### src/rtl/spi_ram_pkg.sv
// rtl/spi_ram_pkg.sv - opcodes and FSM state type for the SPI RAM responder
package spi_ram_pkg;

    localparam logic [7:0] OPC_READ  = 8'h03;
    localparam logic [7:0] OPC_WRITE = 8'h02;

    typedef enum logic [2:0] {
        IDLE,
        CMD,
        ADDR,
        READ,
        WRITE,
        IGNORE
    } state_t;

endpackage

### src/rtl/spi_pin_sync.sv
// rtl/spi_pin_sync.sv - 2-flop synchronizer with rise/fall pulses for one SPI pin
module spi_pin_sync #(
    parameter logic RST_VAL = 1'b0
) (
    input  logic clk,
    input  logic rst,
    input  logic pin,
    output logic level,
    output logic rise,
    output logic fall
);

    logic [2:0] sync_q;

    // two metastability stages plus one history stage for edge detection
    always_ff @(posedge clk) begin
        if (rst) begin
            sync_q <= {3{RST_VAL}};
        end else begin
            sync_q <= {sync_q[1:0], pin};
        end
    end

    assign level = sync_q[1];
    assign rise  = sync_q[1] & ~sync_q[2];
    assign fall  = ~sync_q[1] & sync_q[2];

endmodule

### src/rtl/spi_ram_responder.sv
// rtl/spi_ram_responder.sv - SPI mode-0 RAM target (READ 0x03, WRITE 0x02 when SPI_RAM_WRITE_EN is defined)
module spi_ram_responder
    import spi_ram_pkg::*;
#(
    parameter int MEM_BYTES = 256,
    parameter int ADDR_W    = 8
) (
    input  logic              clk,
    input  logic              rst,
    input  logic              spi_cs_n,
    input  logic              spi_sck,
    input  logic              spi_mosi,
    output logic              spi_miso,
    output logic              spi_miso_oe,
    input  logic              ld_we,
    input  logic [ADDR_W-1:0] ld_addr,
    input  logic [7:0]        ld_wdata,
    output logic              busy
);

`ifdef SPI_RAM_WRITE_EN
    localparam bit WR_EN = 1'b1;
`else
    localparam bit WR_EN = 1'b0;
`endif

    state_t            state_q, state_d;
    logic [2:0]        bit_cnt;
    logic [7:0]        shreg_in;
    logic [7:0]        shreg_out;
    logic [ADDR_W-1:0] addr;
    logic [ADDR_W-1:0] rd_addr;
    logic [7:0]        mem [MEM_BYTES];
    logic              armed;
    logic              is_wr;

    logic cs_lvl, cs_rise, cs_fall;
    logic sck_lvl, sck_rise, sck_fall;
    logic mosi_lvl, mosi_rise, mosi_fall;
    logic unused_pins;

    logic       byte_done;
    logic [7:0] byte_val;
    logic       spi_wr;

    // CS sync resets to "selected" so a select held across reset never looks like a fresh
    // falling edge: the initiator has to deselect (arming us) and select again.
    spi_pin_sync #(.RST_VAL(1'b0)) u_cs_sync (
        .clk(clk), .rst(rst), .pin(spi_cs_n), .level(cs_lvl), .rise(cs_rise), .fall(cs_fall)
    );
    spi_pin_sync #(.RST_VAL(1'b0)) u_sck_sync (
        .clk(clk), .rst(rst), .pin(spi_sck), .level(sck_lvl), .rise(sck_rise), .fall(sck_fall)
    );
    spi_pin_sync #(.RST_VAL(1'b0)) u_mosi_sync (
        .clk(clk), .rst(rst), .pin(spi_mosi), .level(mosi_lvl), .rise(mosi_rise), .fall(mosi_fall)
    );

    assign unused_pins = ^{sck_lvl, mosi_rise, mosi_fall};

    assign busy      = armed & ~cs_lvl;
    assign byte_val  = {shreg_in[6:0], mosi_lvl};
    assign byte_done = sck_rise && (bit_cnt == 3'd7) && !cs_lvl;
    assign rd_addr   = spi_miso_oe ? addr + ADDR_W'(1) : addr;

`ifdef SPI_RAM_WRITE_EN
    assign spi_wr = (state_q == WRITE) && byte_done;
`else
    assign spi_wr = 1'b0;
`endif

    // state register
    always_ff @(posedge clk) begin
        if (rst) begin
            state_q <= IDLE;
        end else begin
            state_q <= state_d;
        end
    end

    // next-state: deselect always wins and returns to IDLE
    always_comb begin
        state_d = state_q;
        if (cs_lvl) begin
            state_d = IDLE;
        end else begin
            case (state_q)
                IDLE: begin
                    if (cs_fall && armed) state_d = CMD;
                end
                CMD: begin
                    if (byte_done) begin
                        if (byte_val == OPC_READ)               state_d = ADDR;
                        else if (WR_EN && byte_val == OPC_WRITE) state_d = ADDR;
                        else                                     state_d = IGNORE;
                    end
                end
                ADDR: begin
                    if (byte_done) state_d = is_wr ? WRITE : READ;
                end
                default: state_d = state_q;
            endcase
        end
    end

    // bit counter, shift registers, address counter and MISO drive
    always_ff @(posedge clk) begin
        if (rst) begin
            bit_cnt     <= 3'd0;
            shreg_in    <= 8'd0;
            shreg_out   <= 8'd0;
            addr        <= '0;
            spi_miso    <= 1'b0;
            spi_miso_oe <= 1'b0;
            armed       <= 1'b0;
            is_wr       <= 1'b0;
        end else begin
            if (cs_rise) armed <= 1'b1;
            if (cs_lvl || state_q == IDLE) begin
                bit_cnt     <= 3'd0;
                spi_miso    <= 1'b0;
                spi_miso_oe <= 1'b0;
            end else begin
                case (state_q)
                    CMD, ADDR, WRITE: begin
                        if (sck_rise) begin
                            shreg_in <= byte_val;
                            bit_cnt  <= bit_cnt + 3'd1;
                        end
                    end
                    READ: begin
                        if (sck_fall) begin
                            // first fall after the address, or 8 bits already shifted: fetch a byte
                            if (!spi_miso_oe || bit_cnt == 3'd0) begin
                                shreg_out   <= mem[rd_addr];
                                spi_miso    <= mem[rd_addr][7];
                                addr        <= rd_addr;
                                bit_cnt     <= 3'd1;
                                spi_miso_oe <= 1'b1;
                            end else begin
                                spi_miso  <= shreg_out[6];
                                shreg_out <= {shreg_out[6:0], 1'b0};
                                bit_cnt   <= bit_cnt + 3'd1;
                            end
                        end
                    end
                    default: ;
                endcase
                if (state_q == CMD && byte_done) is_wr <= WR_EN && (byte_val == OPC_WRITE);
                if (state_q == ADDR && byte_done) addr <= byte_val[ADDR_W-1:0];
                if (spi_wr) addr <= addr + ADDR_W'(1);
            end
        end
    end

    // memory write port: backdoor only while idle; SPI writes only happen while busy
    always_ff @(posedge clk) begin
        if (ld_we && !busy) begin
            mem[ld_addr] <= ld_wdata;
        end else if (spi_wr) begin
            mem[addr] <= byte_val;
        end
    end

endmodule

### config.mk
export PLATFORM = sky130hd
export DESIGN_NAME = spi_ram_responder
export DESIGN_NICKNAME = d
export VERILOG_FILES = /design/src/rtl/spi_ram_pkg.sv /design/src/rtl/spi_pin_sync.sv /design/src/rtl/spi_ram_responder.sv
export SDC_FILE = /design/constraint.sdc
export NUM_CORES = 2
export LEC_CHECK = 0
export BUFFER_PORTS_ARGS = -buffer_cell sky130_fd_sc_hd__buf_2
export CORE_ASPECT_RATIO = 1.75
export CORE_MARGIN = 10
export CORE_UTILIZATION = 60
export CTS_CLUSTER_SIZE = 12
export DETAILED_ROUTE_END_ITERATION = 10
export PLACE_DENSITY = 0.74
export SLEW_MARGIN = 5
export SYNTH_ARGS = -nofsm -noshare
export SYNTH_HDL_FRONTEND = slang
export SYNTH_SLANG_ARGS = --single-unit
### constraint.sdc
create_clock -name clk -period 4.08 [get_ports clk]
set_input_delay 0.408 -clock clk [delete_from_list [all_inputs] [get_ports clk]]
set_output_delay 0.408 -clock clk [all_outputs]
set_load 0.02 [all_outputs]
* After elaboration in Yosys (flattened, before gate mapping)
Memory sizes are Yosys's and may differ from the RTL's.
Index checks and enable logic that the tools add are counted.
W data, S select, Z words.
** Word-level totals
- Bits in registers :: 39
- Bits in latches :: 0
- RAM bits :: 2048
- Memory bits (read-only) :: 0
- Bits of input ports :: 22
- Output and inout port bits :: 3
- Memories :: 1
** Cells by class
- $add $sub $neg :: 2
- $mul :: 0
- Divide/modulo/power cells :: 0
- Magnitude comparators :: 0
- Equality and inequality tests :: 11
- Shifts and indexed selects :: 0
- Mux-type cells :: 18
- Bitwise logic cells :: 10
- Reduce and logical (&&, ||, !) cells :: 27
** Memory list
- mem :: words 256, width 8, rd ports 1, clocked after Yosys merged registers in 0, wr ports 1, RTL line spi_ram_responder.sv:33 : logic [7:0] mem [MEM_BYTES];
** Operator list (count)
- $mux W8 :: 5
- $mux W3 :: 7
- $reduce_and A3 Y1 :: 4
- $ne A2 B2 Y1 const B :: 5
- $pmux W3 S3 :: 1
- $add A8 B1 Y8 const B :: 1
- $eq A8 B2 Y1 const B :: 1
- $reduce_and A4 Y1 :: 2
- $reduce_bool A2 Y1 :: 4
- $mux W7 :: 1
- $eq A3 B2 Y1 const B :: 2
- $eq A3 B3 Y1 const B :: 2
- $logic_not A3 Y1 :: 2
- $pmux W3 S2 :: 1
- $and A1 B1 Y1 :: 5
- $logic_and A1 B1 Y1 :: 5
- $not A1 Y1 :: 5
- $reduce_or A2 Y1 :: 2
- $add A3 B1 Y3 const B :: 1
- $eq A3 B1 Y1 const B :: 1
- $logic_not A1 Y1 :: 3
- $mux W1 :: 3
- $reduce_bool A3 Y1 :: 1
- $reduce_or A3 Y1 :: 1
- 2 further kinds :: 3

* Logic depth before layout (Yosys ltp)
- Depth in word-level cells :: 7
- Depth in mapped cells :: 13
- Depth with buffers taken out :: 9

* Modules after synthesis
Synthesis repeated with hierarchy kept, for this count alone.
** Second synthesis, totals
- Cells, all modules :: 4249
- Area total of the unflattened synthesis :: 81431.8 µm²
** By module, submodules not included
- spi_ram_responder :: instances 1, cells an instance 4225, area an instance 81157.8 µm², seq. area each 62119.6 µm²
- spi_pin_sync :: instances 3, cells an instance 8, area an instance 91.3 µm², seq. area each 60.1 µm²

* Worst setup path before layout
Ideal clock, no wire load.
- Path type :: register -> register
- Start :: reg addr[1]
- End :: reg shreg_out[5]
- Library setup time :: 0.125 ns
- Arrival :: 2.834 ns
- Required time :: 3.955 ns
- Path slack :: 1.121 ns
- Stages on the path, launching flop included :: 12
- Cells stage by stage :: dfxtp_1 ha_1 buf_2 mux2_4 buf_4 buf_2 clkbuf_1 mux4_2 a22oi_1 a21oi_1 o21a_1 o41a_1
** On the way
- Cells in the longest elaborated chain, start to end :: 4
** Ends and longest elaborated chain
- from (decl) :: RTL line spi_ram_responder.sv:31 : logic [ADDR_W-1:0] addr;
- from (signal assigned) :: RTL line spi_ram_responder.sv:136 : addr <= rd_addr;
- from (signal assigned) :: RTL line spi_ram_responder.sv:149 : if (state_q == ADDR && byte_done) addr <= byte_val[ADDR_W-1:0];
- from (signal assigned) :: RTL line spi_ram_responder.sv:150 : if (spi_wr) addr <= addr + ADDR_W'(1);
- $add A8 B1 Y8
- $mux W8 * :: RTL line spi_ram_responder.sv:63 : assign rd_addr = spi_miso_oe ? addr + ADDR_W'(1) : addr;
- $mem_v2 Z256 W8 *
- $mux W7 * :: RTL line spi_ram_responder.sv:133 : if (!spi_miso_oe || bit_cnt == 3'd0) begin
- to (signal assigned) :: RTL line spi_ram_responder.sv:134 : shreg_out <= mem[rd_addr];
- to (signal assigned) :: RTL line spi_ram_responder.sv:141 : shreg_out <= {shreg_out[6:0], 1'b0};
- to (decl) :: RTL line spi_ram_responder.sv:30 : logic [7:0] shreg_out;
Mark *: on every way between the ends. The rest lies on a longest branch, timed or not.
A chain may end at the register's enable or synchronous reset.

* Final worst setup path
- Start :: reg spi_miso_oe
- End :: reg shreg_out[0]
** On the way
- Cells in the longest elaborated chain, start to end :: 3
** Ends and longest elaborated chain
- from (decl) :: RTL line spi_ram_responder.sv:14 : output logic spi_miso_oe,
- from (signal assigned) :: RTL line spi_ram_responder.sv:113 : spi_miso_oe <= 1'b0;
- from (signal assigned) :: RTL line spi_ram_responder.sv:121 : spi_miso_oe <= 1'b0;
- from (signal assigned) :: RTL line spi_ram_responder.sv:138 : spi_miso_oe <= 1'b1;
- $mux W8 or $logic_not A1 Y1 (tied branches) :: RTL line spi_ram_responder.sv:63, spi_ram_responder.sv:133
- $mem_v2 Z256 W8 or $logic_or A1 B1 Y1 (tied branches)
- $mux W7 * :: RTL line spi_ram_responder.sv:133
Marked as above.

==> metrics <==
most frequent cells in the layout 2,048 x edfxtp_1, 472 x mux4_2, 323 x nand3_1; synthesized instance count approximately 4,200; Critical Path End Type register; RSZ-0062 raised after global routing false; Clk pin slew, worst setup/hold paths roughly 70 ps; Crit path max-delay family buffers and inverters; Sw Ratio 19.4%; Worst setup SP type register; WS Path Type register to register; global-route wire length before repair approximately 300,000 µm; part of the cycle the worst path needs 97.9%; max incr delay on CP a little under 1000 ps; worst-skew pair later-pin latency just over 800 ps; Final Max Tran Viols 0; Area Overhead vs Synth 10.9%; Mean Syn Cell Area 19.3 µm²; placed cell count around 6,000; sequential share of the synthesized area roughly 76%; largest net degree at the start of global routing 142; Logic pwr share between 1 and 1.5%; Yosys Warn Count 0; DRT Wirelength 210,000 µm; relative slew slack approximately a fifth; Worst EP required approximately 4800 ps; Sw Pwr roughly 7.8 mW; CTS max path bufs 3; commonest non-fill, non-tap cell in the layout edfxtp_1; Initial Utilization between 60% and 70%; Die Span Y ~510 µm; Reg power frac 58.9%; leading area contributor after synthesis edfxtp_1; # DRC 0; cell area after synthesis approximately 0.082 mm²; Setup Buffers After CTS 0; synth top area cells edfxtp_1 75%, mux4_2 13%, nand3_1 2.0%; Vias between 40,000 and 50,000; CTS tree built; vias per inst approximately 6.8; clk sinks ~2,100; Period minus WS final 4000 ps; post-synthesis mux area share between 10% and 20%; final setup fails 0; Placer Congestion ~0.94; post-route cell area approximately 0.091 mm²; ys flop type edfxtp_1; main combinational cell family by area after synthesis multiplexers; Die Area 0.152 mm²; post-DP HPWL approximately 130,000 µm; Top Ports 25; row cnt approximately 180; R2R Setup Slk 80 ps; final setup TNS 0 ps; First DRT Iteration DRCs 5,670; crit-path cells buf_4 > nand3b_1 > buf_4 > nand2_4 > buf_12 > buf_4 > mux4_2 > mux2i_1 > o311ai_0 > nor4_1 > buf_4 > o32ai_1; Buf/Inv on CP 5; grt ovf 0; number of synthesized register bits between 2,000 and 2,500; XOR/XNOR share of the synthesized area 0.217%; Non-Filler Instances between 6,000 and 7,000; outcome finished clean; Clk network pwr share between 30% and 40%; vias in the first global route 44,000; VDD IR-drop max ~0.00045 V; Hold Crit Class input pin to register; pwr/cell area about 440 mW/mm²; IO Port Bufs 24; simple-gate share of the synthesized area 5.89%; Pleak approximately 28 nW; crit-path max FO 39; nets ~4,500; Worst Tran Pin Value 1180 ps; Crit-path slowest cell o311ai_0; Num CTS Buffers roughly 190; clock skew just under 20 ps; Post-Synth Adder-Cell Area less than 1%; Yosys top cell area share between 70% and 80%; Total Routing Usage GR 27.8%; drt wl/cell 33.2 µm; H-tree lvl count 4; Pwr Total roughly 40 mW; Die W between 200 and 300 µm; share of layout cells above drive strength 1 22.2%; core area 0.136 mm²; syn_nets around 4,300; GRT met3 Usage under 10%; First-pass DRT Iterations 7; Final Hold Vio Count 0; Detail Route Antenna Nets 0; CP arrival 4710 ps; met1 usage about a third; Root Buffer clkbuf_16; placed cell area between 0.08 and 0.09 mm²; FFs w/ async S/R, synth 0%; cell mode on critical path buf_4; gr busiest metal met2; Synth cell types 68; Pint around 32 mW; post-synthesis compound-gate area fraction 2.61%; max-cap violations 0; met2 GRT Util a little under half; antenna violations before repair 11; Post-synth EDFFs between 2,000 and 2,500; Max Freq between 200 and 300 MHz
[power groups by stage]
stage,sequential [mW],clock [mW],combinational (mW)
finish,23.6,15.9,0.537
global route,23.6,16.8,0.567
CTS,23.6,16.0,0.530
detailed placement,24.0,0,0.528
global placement,24.0,0,0.501
floorplan,24.0,0,0.0656
[state kept, by name (all words and copies together), names as in the netlist]
signal,count
mem,2048
addr,8
shreg_in,7
shreg_out,7
bit_cnt,3
state_q,3
u_cs_sync.sync_q,3
u_sck_sync.sync_q,3
u_mosi_sync.sync_q,2
armed,1
spi_miso,1
spi_miso_oe,1
[layout make-up]
class                           count  area, µm²
Antenna cell                        2       5.00
Clock buffer                      235       5050
Clock inverter                     14        156
Fill cell                        8652      44900
Inverter                           10       37.5
Multi-Input combinational cell   1874      18400
Sequential cell                  2087      62300
Tap cell                         1810       2260
Timing Repair Buffer              284       2640
[logic make-up (layout without fill, tap and decap cells)]
group	after synthesis	after routing
XOR/XNOR	16	16
other	0	2
flip-flops	2087	2087
multiplexers	513	513
adder cells (fa/ha/maj)	4	4
AND/OR/NAND/NOR	1068	1068
AO/OA/AOI/OAI	273	273
buffers and inverters	283	543
[per-layer routing]
layer | vias up | part of all wire (%)
met5 | - | 0.050
met4 | 16 | 6.7
met3 | 605 | 8.4
met2 | 2479 | 52
met1 | 22300 | 33
li1 | 17700 | -
[timing repair]
action | 4_1_cts | 5_1_grt
cloned | 0 | 0
gates resized for setup | 2 | 3
hold buffers | 3 | 0
endpoints found under the setup margin | 2 | 3
hold endpoints to repair | 3 | 0
[cells in the mapped netlist, types with 22 or more instances]
cell type,count
a21oi_1,31
a41oi_1,81
and3_1,26
buf_1,37
buf_2,58
buf_4,38
clkbuf_1,127
dfxtp_1,39
edfxtp_1,2048
mux2i_1,38
mux4_2,472
nand2_1,292
nand3_1,327
nand4_1,25
nor2_1,299
nor4_1,22
[worst paths after layout]
path,start,end,cells past startpoint
hold reg to reg,u_mosi_sync.sync_q[0],u_mosi_sync.sync_q[1],1
setup reg to reg,spi_miso_oe,shreg_out[0],12
setup / recovery,spi_miso_oe,shreg_out[0],12
hold / removal,ld_wdata[4],mem[15][4],1
[metrics by stage]
step	setup WS (ps)	util, %	hold WS [ps]
after floorplan	1120	-	414
after global placement	-74.7	63.0	437
after detailed placement	-47.5	63.0	425
after CTS	75.4	66.9	137
after global routing	8.30	66.9	181
final	84.8	66.9	183
Power figures use the tool's default switching activity.
